## config.mk

```make
export PLATFORM = sky130hd
export DESIGN_NAME = vu_strobe_conditioner
export DESIGN_NICKNAME = d
export VERILOG_FILES = /design/src/rtl/vu_strobe_conditioner.sv
export SDC_FILE = /design/constraint.sdc
export NUM_CORES = 1
export LEC_CHECK = 0
export BUFFER_PORTS_ARGS = -buffer_cell sky130_fd_sc_hd__buf_2
export CORE_MARGIN = 5
export CORE_UTILIZATION = 40
export DETAILED_ROUTE_END_ITERATION = 8
export GPL_ROUTABILITY_DRIVEN = 0
export SETUP_SLACK_MARGIN = 0.3
export SYNTH_ARGS = -nofsm -noshare
export SYNTH_HDL_FRONTEND = slang
export SYNTH_SLANG_ARGS = --single-unit
```

## constraint.sdc

```tcl
create_clock -name clk -period 2.8 [get_ports clk]
set_input_delay 0.56 -clock clk [delete_from_list [all_inputs] [get_ports clk]]
set_output_delay 0.56 -clock clk [all_outputs]
set_load 0.01 [all_outputs]
```

## src/rtl/vu_strobe_conditioner.sv

```systemverilog
`default_nettype none
// +--------------------------------------------------------------------------+
// | vu_strobe_conditioner: synchronises and glitch-filters VU strobes into   |
// | clean levels plus edge pulses, and captures the bus on a channel's fall. |
// | Optional: STROBE_GLITCH_CNT_EN builds the saturating glitch counter.     |
// | Revision: 1.0                                                            |
// +--------------------------------------------------------------------------+
module vu_strobe_conditioner #(
    parameter int                  CHANNELS    = 8,
    parameter int                  SYNC_STAGES = 2,
    parameter int                  FILTER_LEN  = 2,
    parameter logic [CHANNELS-1:0] IDLE_LEVEL  = {CHANNELS{1'b1}},
    parameter int                  BUS_W       = 8,
    parameter int                  CAPTURE_CH  = 0
) (
    input  logic                clk,
    input  logic                reset_n,
    input  logic [CHANNELS-1:0] strobe_i,
    input  logic [BUS_W-1:0]    bus_i,
    input  logic                glitch_clr_i,
    output logic [CHANNELS-1:0] clean_o,
    output logic [CHANNELS-1:0] rise_o,
    output logic [CHANNELS-1:0] fall_o,
    output logic [BUS_W-1:0]    bus_o,
    output logic                bus_valid_o,
    output logic [CHANNELS-1:0] glitch_o,
    output logic [7:0]          glitch_cnt_o
);

    localparam int         c_PIPE_DEPTH = SYNC_STAGES + FILTER_LEN - 1;
    localparam logic [3:0] c_CNT_LAST   = 4'(FILTER_LEN - 1);

    logic [CHANNELS-1:0] sync_d  [SYNC_STAGES];
    logic [CHANNELS-1:0] sync_q  [SYNC_STAGES];
    logic [BUS_W-1:0]    bpipe_d [c_PIPE_DEPTH];
    logic [BUS_W-1:0]    bpipe_q [c_PIPE_DEPTH];
    logic [CHANNELS-1:0] glitch_evt;
    logic [CHANNELS-1:0] fall_evt;
    logic [CHANNELS-1:0] glitch_d, glitch_q;
    logic [BUS_W-1:0]    bus_d, bus_q;
    logic                bus_valid_d, bus_valid_q;

    // The bus pipe is as deep as strobe sync + filter minus one, so at the
    // accepting edge its tail holds the bus from the first low-sampling edge.
    always_comb begin
        sync_d[0] = strobe_i;
        for (int i = 1; i < SYNC_STAGES; i++) sync_d[i] = sync_q[i-1];
        bpipe_d[0] = bus_i;
        for (int i = 1; i < c_PIPE_DEPTH; i++) bpipe_d[i] = bpipe_q[i-1];
    end

    always_ff @(posedge clk or negedge reset_n) begin
        if (!reset_n) begin
            for (int i = 0; i < SYNC_STAGES; i++) sync_q[i] <= IDLE_LEVEL;
            for (int i = 0; i < c_PIPE_DEPTH; i++) bpipe_q[i] <= '0;
        end else begin
            for (int i = 0; i < SYNC_STAGES; i++) sync_q[i] <= sync_d[i];
            for (int i = 0; i < c_PIPE_DEPTH; i++) bpipe_q[i] <= bpipe_d[i];
        end
    end

    for (genvar ch = 0; ch < CHANNELS; ch++) begin : g_chan
        logic [3:0] cnt_d, cnt_q;
        logic       clean_d, clean_q;
        logic       rise_d, rise_q;
        logic       fall_d, fall_q;
        logic       rej;
        logic       s;

        assign s = sync_q[SYNC_STAGES-1][ch];

        always_comb begin
            cnt_d   = cnt_q;
            clean_d = clean_q;
            rise_d  = 1'b0;
            fall_d  = 1'b0;
            rej     = 1'b0;
            if (s != clean_q) begin
                if (cnt_q == c_CNT_LAST) begin
                    clean_d = s;
                    cnt_d   = 4'd0;
                    rise_d  = s;
                    fall_d  = ~s;
                end else begin
                    cnt_d = cnt_q + 4'd1;
                end
            end else if (cnt_q != 4'd0) begin
                rej   = 1'b1;
                cnt_d = 4'd0;
            end
        end

        always_ff @(posedge clk or negedge reset_n) begin
            if (!reset_n) begin
                cnt_q   <= 4'd0;
                clean_q <= IDLE_LEVEL[ch];
                rise_q  <= 1'b0;
                fall_q  <= 1'b0;
            end else begin
                cnt_q   <= cnt_d;
                clean_q <= clean_d;
                rise_q  <= rise_d;
                fall_q  <= fall_d;
            end
        end

        assign clean_o[ch]    = clean_q;
        assign rise_o[ch]     = rise_q;
        assign fall_o[ch]     = fall_q;
        assign glitch_evt[ch] = rej;
        assign fall_evt[ch]   = fall_d;
    end

    // A clear and a new glitch on the same edge leave that glitch visible.
    always_comb begin
        glitch_d    = (glitch_clr_i ? '0 : glitch_q) | glitch_evt;
        bus_valid_d = fall_evt[CAPTURE_CH];
        bus_d       = fall_evt[CAPTURE_CH] ? bpipe_q[c_PIPE_DEPTH-1] : bus_q;
    end

    always_ff @(posedge clk or negedge reset_n) begin
        if (!reset_n) begin
            glitch_q    <= '0;
            bus_q       <= '0;
            bus_valid_q <= 1'b0;
        end else begin
            glitch_q    <= glitch_d;
            bus_q       <= bus_d;
            bus_valid_q <= bus_valid_d;
        end
    end

    assign glitch_o    = glitch_q;
    assign bus_o       = bus_q;
    assign bus_valid_o = bus_valid_q;

`ifdef STROBE_GLITCH_CNT_EN
    logic [7:0] gcnt_d, gcnt_q;
    logic [7:0] gcnt_base;
    logic [8:0] gcnt_sum;
    logic [4:0] glitch_pop;

    always_comb begin
        glitch_pop = 5'd0;
        for (int i = 0; i < CHANNELS; i++) glitch_pop = glitch_pop + 5'(glitch_evt[i]);
        gcnt_base = glitch_clr_i ? 8'h00 : gcnt_q;
        gcnt_sum  = {1'b0, gcnt_base} + 9'(glitch_pop);
        gcnt_d    = gcnt_sum[8] ? 8'hFF : gcnt_sum[7:0];
    end

    always_ff @(posedge clk or negedge reset_n) begin
        if (!reset_n) gcnt_q <= 8'h00;
        else          gcnt_q <= gcnt_d;
    end

    assign glitch_cnt_o = gcnt_q;
`else
    assign glitch_cnt_o = 8'h00;
`endif

endmodule
`default_nettype wire

```

==> results.yml, run 1 <==
global_route:
  grt_overflow: 0
  grt_max_degree: 113
  grt_pass1_vias: 2274
  grt_pass1_wl_microns: 10700
  gr-usage-all-layers_pct: 10.6
  antenna_found_initial: 0
timing:
  clock.fmax_ghz: 0.599
  finalHoldViolations: 0
  setup_viol: 0
  rsz0062_at_grt: "false"
  worst_pin_slew_ps: 594
  fin_worst_skew_ps: 4.99
  finalCritPeriodShare_pct: 59.6
  finalCriticalPeriod_ps: 1670
  slew_violations: 0
  worst_slack_ps: 1130
  setup_tns_ps: 0
  maxSlewHeadroom_pct: 60.4
clock_tree:
  clk_pin_slew_ps: 100
  clk_path_buf_depth: 2
  htree_num_levels: 3
  cts_post_setup_buffers_inserted: 0
  hold_buffers: 0
  cts.sinks: 112
  cts_made_buffers: 9
  clk_latency_ps: 360
  cts_root_buf: "clkbuf_8"
  cts_tree: "built"
  post_cts_resized: 0
power:
  power_leakage_nw: 2.18
  max-vdd-ir-drop_mv: 0.324
  p_per_area_mw_per_mm2: 908
worst_setup_path:
  rr_startpoint: "g_chan[0].cnt_q[1]"
  path_class: "flop to primary output"
  worstPathMaxFanout: 5
  setup.worst_path.end_class: "primary output"
  critical_path_buf_inv_count: 1
  rr_worst_depth: 3
  r2r_slack_ps: 1430
  cp_slowest_cell: "dfstp_2"
  startpoint_type: "flop"
  crit_chain: "buf_2"
  max_stage_delay_ps: 600
  cp_top_family: "flip-flops"
  critical_path_depth: 1
  worst_r2r_endpoint: "bus_o[6]"
  arrival_ps: 1110
  required_ps: 2240
run_status:
  outcome: "finished clean"
die:
  core_area_sq_mm: 0.0102
  initial_core_util_pct: 40.6
  rows: 37
  die_area_sq_mm: 0.0125
  die_width_microns: 112
  die_h_microns: 112
  pin_count: 68
logic_synthesis:
  yosys.area.top_type: "dfrtp_1"
  netlist.area_leader.share_pct: 53.0
  synth_area_per_cell_sq_um: 13.3
  ys_seq_elements: 112
  synth_area_sq_mm: 0.00415
  netlist_instances: 312
  yosysWarnings: 0
  synth.area.top_cells: "dfrtp_1 53%, dfstp_2 15%, buf_4 5.8%, mux2_2 4.6%, xor2_1 3.4%"
  yosysUniqueCellTypes: 24
  yosysSeqAreaShare_pct: 68.2
routing:
  drtIter0Drc: 79
  wire_per_inst_microns: 12.3
  first_pass_iters: 4
  vias: 2227
  final_antenna_net_count: 0
  drc: 0
  vias_per_cell: 4.47
  wirelength_microns: 6120
layout:
  diodes: 0
  nets: 376
  drive_above_1_share_pct: 32.6
  postLayoutCoreUtil_pct: 45.6
  area.growth.synth_to_final_pct: 12.4
  fillers: 938
placement:
  preCtsSetupSlack_ps: 1420
  place_hpwl_microns: 3920
  port_buffers: 59
run:
  drv_cap: 0
worst_hold_path:
  hold_class: "input pin to async pin"
==> worst max-delay path by stage <==
stage / slack, ps / start / endpoint
finish: 1130 / g_chan[0].clean_q / clean_o[0]
detailed placement: 1420 / g_chan[0].cnt_q[1] / bus_o[6]
CTS: 1100 / g_chan[0].clean_q / clean_o[0]
global route: 1070 / g_chan[0].clean_q / clean_o[0]
global placement: 1450 / g_chan[0].cnt_q[1] / bus_o[1]
floorplan: 1520 / g_chan[0].cnt_q[1] / bus_o[0]
==> area by class of cell <==
class | count | area (sq um) | area share, %
clock inverters | 4 | 98.8 | 2.12
well taps | 136 | 170 | 3.65
repair buffers | 60 | 318 | 6.81
multi-input cells | 165 | 1070 | 22.9
flip-flops and latches | 112 | 2830 | 60.7
inverters | 9 | 33.8 | 0.724
clock buffers | 12 | 145 | 3.11
==> cell usage after synthesis <==
cell      instances
xnor2_1           9
nor3_1            8
nand3b_1          6
dfrtp_1          88
dfstp_2          24
inv_1             9
or3_2             1
nand2_1          16
nand4b_4          1
o41ai_1           2
nor2_1           25
nor3_2            1
mux2_2           17
buf_2             1
or3_1             5
buf_4            32
xor2_1           16
nor3b_1          15
o21ai_0          15
nand3_1           8
nand2b_1          5
a21oi_1           6
or2b_1            1
conb_1            1
==> power by group <==
group / internal [mW] / switching [mW]
Clock: 0.624 / 0.519
Combinational: 0.419 / 0.461
Sequential: 1.97 / 0.244
==> sequential cells by signal (all words and copies together) (netlist names) <==
signal	cells
bus_valid_o	1
g_chan.rise_q	8
sync_d	8
g_chan.fall_q	7
bpipe_q	8
bus_o	8
g_chan.clean_q	8
bpipe_d	16
g_chan.s	8
glitch_o	8
g_chan.cnt_q	32
==> routing by layer <==
| layer | track usage, % | vias to the layer above | share of wire (%) |
|---|---|---|---|
| li1 | - | 1083 | - |
| met1 | 13.3 | 1093 | 45 |
| met2 | 16.8 | 41 | 48 |
| met3 | 3.48 | 10 | 5.5 |
| met4 | 4.38 | 0 | 1.8 |
| met5 | 0 | - | 0 |
==> cells in the final DEF (no fill, tap or decap), types with 2 or more instances in the layout <==
| master | instances |
|---|---|
| xnor2_1 | 9 |
| dfrtp_1 | 88 |
| dfstp_2 | 24 |
| o41ai_1 | 2 |
| xor2_1 | 16 |
| buf_2 | 58 |
| nand2b_1 | 5 |
| o21ai_0 | 15 |
| nor3_1 | 8 |
| inv_1 | 9 |
| a21oi_1 | 6 |
| nor2_1 | 25 |
| nand3b_1 | 6 |
| nand2_1 | 16 |
| conb_1 | 8 |
| mux2_2 | 17 |
| clkbuf_1 | 2 |
| nand3_1 | 8 |
| or3_1 | 5 |
| bufinv_16 | 3 |
| nor3b_1 | 15 |
| clkbuf_8 | 10 |
==> through the flow <==
step,hold WS [ps],total power [mW],cell area (sq um),cells
CTS,259,4.32,4660,498
global placement,332,3.13,4420,482
detailed placement,335,3.15,4420,482
floorplan,264,2.92,4180,319
finish,243,4.24,4660,498
global route,250,4.52,4660,498
==> cells by family (layout without fill, tap and decap cells) <==
family          Yosys count  in the layout  synth area share (%)
flops                   112            112                  68.2
simple gates             92             92                  12.1
buf+inv                  42             85                  6.72
xor+xnor                 25             25                  5.27
compound gates           23             23                  2.95
mux                      17             17                  4.61
other cells               1              8                0.0903
(Power assumes the default switching activity.)
==> run 2: changes to the inputs <==
==> constraint.sdc (replaced) <==
create_clock -name clk -period 1.55 [get_ports clk]
set_input_delay 0.31 -clock clk [delete_from_list [all_inputs] [get_ports clk]]
set_output_delay 0.31 -clock clk [all_outputs]
set_load 0.01 [all_outputs]
==> results.yml, run 2 (same netlist as run 1, synthesis figures left out) <==
power:
  p_per_area_mw_per_mm2: 1540
  power_mw: 7.73
  max-vdd-ir-drop_mv: 0.643
  power_leakage_nw: 2.34
worst_setup_path:
  rr_worst_depth: 3
  critical_path_depth: 1
  crit_chain: "buf_6"
  worstPathMaxFanout: 5
  cp_slowest_cell: "dfstp_2"
  arrival_ps: 1070
  path_class: "flop to primary output"
  startpoint_type: "flop"
  max_stage_delay_ps: 590
  critical_path_buf_inv_count: 1
  required_ps: 1240
  setup.worst_path.end_class: "primary output"
  cp_top_family: "flip-flops"
routing:
  wire_per_inst_microns: 12.3
  drc: 0
  final_antenna_net_count: 0
  top_layer: "met4"
  vias: 2357
  wl_met3_microns: 311
  wl_met2_microns: 3230
  vias_per_cell: 4.46
  drtIter0Drc: 52
  drt-met1-wl_microns: 2800
  wirelength_microns: 6470
  first_pass_iters: 4
timing:
  fin_worst_skew_ps: 8.82
  slew_violations: 0
  worst_slack_ps: 172
  clock.fmax_ghz: 0.726
  hold_ws_ps: 36.9
  finalCriticalPeriod_ps: 1380
  finalCritPeriodShare_pct: 88.9
  setup_tns_ps: 0
  finalHoldViolations: 0
  rsz0062_at_grt: "true"
  setup_viol: 0
placement:
  place_hpwl_microns: 4180
  dpl.cell_count: 484
  port_buffers: 59
  preCtsSetupSlack_ps: 151
  place_area_sq_mm: 0.00445
layout:
  mostFrequentLayoutCell: "dfrtp_1"
  nets: 406
  area.growth.synth_to_final_pct: 20.7
  diodes: 0
  post_layout_nonfiller_instances: 528
  postLayoutCoreUtil_pct: 49.0
  largest_reg_flops: 32
  drive_above_1_share_pct: 39.0
  final_area_sq_mm: 0.00501
  top_register: "g_chan.cnt_q"
  final_cell_mix: "86 x dfrtp_1, 47 x buf_2, 25 x nor2_1, 24 x dfstp_2, 21 x buf_4"
die:
  die_h_microns: 112
  pin_count: 68
  rows: 37
  initial_core_util_pct: 40.6
  core_area_sq_mm: 0.0102
  die_area_sq_mm: 0.0125
  die_width_microns: 112
clock_tree:
  clk_latency_ps: 370
  cts.sinks: 112
  htree_num_levels: 3
  cts_tree: "built"
  cts_root_buf: "clkbuf_8"
  cts_made_buffers: 9
  clk_pin_slew_ps: 100
  clk_path_buf_depth: 2
worst_hold_path:
  holdPathStages: 1
  hold_class: "input pin to flop"
global_route:
  grt_pass1_vias: 2363
  grt_max_degree: 42
  grt_overflow: 0
  gr-usage-all-layers_pct: 11.1
  grt_pass1_wl_microns: 11000
  antenna_found_initial: 0
run_status:
  outcome: "finished clean"
run:
  drv_cap: 0
run 2: cell count changes in the layout (fill, tap and decap cells not counted), moves of 3 or more:
cell	before	now
buf_2	58	47
buf_4	1	21
buf_6	0	12
bufinv_16	3	0
dlygate4sd3_1	0	7
o21ai_0	15	8
o21ai_1	0	7
xnor2_1	9	4
xnor2_2	0	5
run 2: power breakdown:
part	switching, mW	internal (mW)
Sequential	0.412	3.56
Combinational	1.01	1.18
Clock	0.946	0.631
run 2: final cells by class:
| cell class | instances | area [sq um] |
|---|---|---|
| clock inverters | 6 | 42.5 |
| multi-input cells | 166 | 1150 |
| inverters | 9 | 33.8 |
| well taps | 136 | 170 |
| repair buffers | 89 | 638 |
| clock buffers | 10 | 138 |
| flip-flops and latches | 112 | 2840 |
| fillers | 936 | 5220 |
run 2: repair_timing:
action / CTS / global route
endpoints found under the setup margin: 17 / 46
endpoints found under the hold margin: 11 / 6
pin swaps: 2 / 2
buffers inserted: 9 / 11
hold buffers: 1 / 6
gates resized for setup: 13 / 19
gates cloned: 1 / 0
run 2: path summary, 6_finish.rpt:
path	slack, ps	endpoint	from
worst max-delay path	170	clean_o[6]	g_chan[6].clean_q
worst min-delay path	40	sync_d[2]	strobe_i[2]
worst max register to register	190	bus_o[3]	g_chan[0].cnt_q[2]
worst min register to register	360	bpipe_d[1]	bpipe_d[9]
max in group asynchronous	630	sync_d[0]	reset_n
min in group asynchronous	330	g_chan[6].rise_q	reset_n
run 2: per-layer routing:
| layer | global-route usage, % | vias up |
|---|---|---|
| met5 | 0 | - |
| met3 | 4.29 | 12 |
| met4 | 5.52 | 0 |
| li1 | - | 1149 |
| met2 | 17.3 | 46 |
| met1 | 13.4 | 1150 |
==> run 3: changes to the inputs <==
--- a/config.mk
+++ b/config.mk
@@ -6,8 +6,10 @@
 export NUM_CORES = 1
 export LEC_CHECK = 0
 export BUFFER_PORTS_ARGS = -buffer_cell sky130_fd_sc_hd__buf_2
+export CORE_ASPECT_RATIO = 0.75
 export CORE_MARGIN = 5
 export CORE_UTILIZATION = 40
+export CTS_BUF_LIST = sky130_fd_sc_hd__clkbuf_16
 export DETAILED_ROUTE_END_ITERATION = 8
 export GPL_ROUTABILITY_DRIVEN = 0
 export SETUP_SLACK_MARGIN = 0.3
==> results.yml, run 3 (same netlist as run 1, synthesis figures left out) <==
die:
  initial_core_util_pct: 40.7
  rows: 32
  core_area_sq_mm: 0.0102
  die_width_microns: 128
  die_h_microns: 98.2
  die_area_sq_mm: 0.0125
  pin_count: 68
worst_setup_path:
  required_ps: 1770
  cp_slowest_cell: "dfrtp_1"
  max_stage_delay_ps: 420
  worstPathMaxFanout: 5
  crit_chain: "nor3_4, nand4b_4, mux2_2"
  setup.worst_path.end_class: "flop"
  arrival_ps: 1560
  path_class: "flop to flop"
  startpoint_type: "flop"
routing:
  final_antenna_net_count: 0
  wire_per_inst_microns: 13.0
  vias: 2352
  vias_per_cell: 4.56
  first_pass_iters: 6
  drtIter0Drc: 111
  wirelength_microns: 6700
  drc: 0
layout:
  nets: 394
  mostFrequentLayoutCell: "dfrtp_1"
  top_register: "g_chan.cnt_q"
  drive_above_1_share_pct: 39.2
  largest_reg_flops: 32
  post_layout_nonfiller_instances: 516
  diodes: 0
  final_cell_mix: "86 x dfrtp_1, 50 x buf_2, 25 x nor2_1, 24 x dfstp_2"
  area.growth.synth_to_final_pct: 19.8
placement:
  port_buffers: 59
  preCtsSetupSlack_ps: 165
  dpl.cell_count: 483
  place_hpwl_microns: 4270
worst_hold_path:
  hold_class: "input pin to flop"
global_route:
  antenna_found_initial: 0
  grt_pass1_wl_microns: 11300
  grt_pass1_vias: 2396
  grt_max_degree: 76
  grt_overflow: 0
  gr-usage-all-layers_pct: 11.4
power:
  power_leakage_nw: 2.34
  power_mw: 8.15
  p_per_area_mw_per_mm2: 1640
  max-vdd-ir-drop_mv: 0.670
timing:
  setup_viol: 0
  fin_worst_skew_ps: 4.76
  finalHoldViolations: 0
  rsz0062_at_grt: "true"
  setup_tns_ps: 0
  worst_slack_ps: 207
  slew_violations: 0
  finalCriticalPeriod_ps: 1340
  finalCritPeriodShare_pct: 86.6
  clock.fmax_ghz: 0.745
clock_tree:
  cts.sinks: 112
  cts_tree: "built"
  clk_latency_ps: 340
  cts_made_buffers: 9
  clk_path_buf_depth: 2
  htree_num_levels: 3
  cts_root_buf: "clkbuf_16"
  clk_pin_slew_ps: 70
run:
  drv_cap: 0
run_status:
  outcome: "finished clean"
==> run 3: cell count changes in the layout (fill, tap and decap cells not counted), moves of 3 or more <==
cell / change
clkbuf_16: +9
dlygate4sd3_1: -6
clkbuf_8: -10
buf_6: -4
buf_2: +3
buf_4: -4
o21ai_1: -3
==> run 3: metal layers <==
metal  vias to the layer above  global-route usage (%)  share of wire, %
met2                        46                    17.5                48
li1                       1122                       -                 -
met5                         -                       0                 0
met3                         6                    5.52               6.5
met1                      1178                    14.6                45
met4                         0                    2.69              0.87
==> run 3: critical path, delay by kind of cell, from the launching register on <==
| family | cells | cell delay (ps) |
|---|---|---|
| mux | 1 | 320 |
| simple gates | 2 | 490 |
| flops | 1 | 420 |
==> run 3: path summary, 6_finish.rpt <==
check                                        start  cells past startpoint           endpoint  slack, ps
worst min-delay path                   strobe_i[2]                      1          sync_d[2]         70
min in group asynchronous                  reset_n                      3           bus_o[0]        530
worst max register to register  g_chan[0].cnt_q[3]                      3           bus_o[7]        210
worst max-delay path            g_chan[0].cnt_q[3]                      3           bus_o[7]        210
max in group asynchronous                  reset_n                      3  g_chan[4].clean_q        600
worst min register to register          bpipe_d[2]                      0         bpipe_q[2]        350
==> run 3: final cells by class <==
cell class | count | area [sq um]
Timing Repair Buffer | 77 | 498
Tap cell | 136 | 170
Fill cell | 929 | 5240
Multi-Input combinational cell | 166 | 1170
Clock inverter | 7 | 38.8
Inverter | 9 | 33.8
Sequential cell | 112 | 2840
Clock buffer | 9 | 225
==> run 3: stage by stage <==
stage / instance area (sq um) / hold slack, ps / util, %
floorplan: 4180 / 14.4 / -
global placement: 4430 / 334 / 43.4
detailed placement: 4430 / 335 / 43.4
CTS: 4860 / 49.1 / 47.6
global route: 4970 / 39.9 / 48.7
finish: 4970 / 65.1 / 48.7
==> run 3: timing repair <==
| item | 4_1_cts | 5_1_grt |
|---|---|---|
| hold buffers | 1 | 0 |
| setup buffers | 11 | 4 |
| hold endpoints to repair | 10 | 0 |
| endpoints found under the setup margin | 17 | 28 |
| resized for setup | 9 | 22 |
| cloned | 1 | 0 |
| pin swaps | 1 | 2 |
==> run 3: power breakdown <==
group / internal, mW / switching [mW]
Sequential: 3.56 / 0.426
Combinational: 1.09 / 1.02
Clock: 1.08 / 0.979
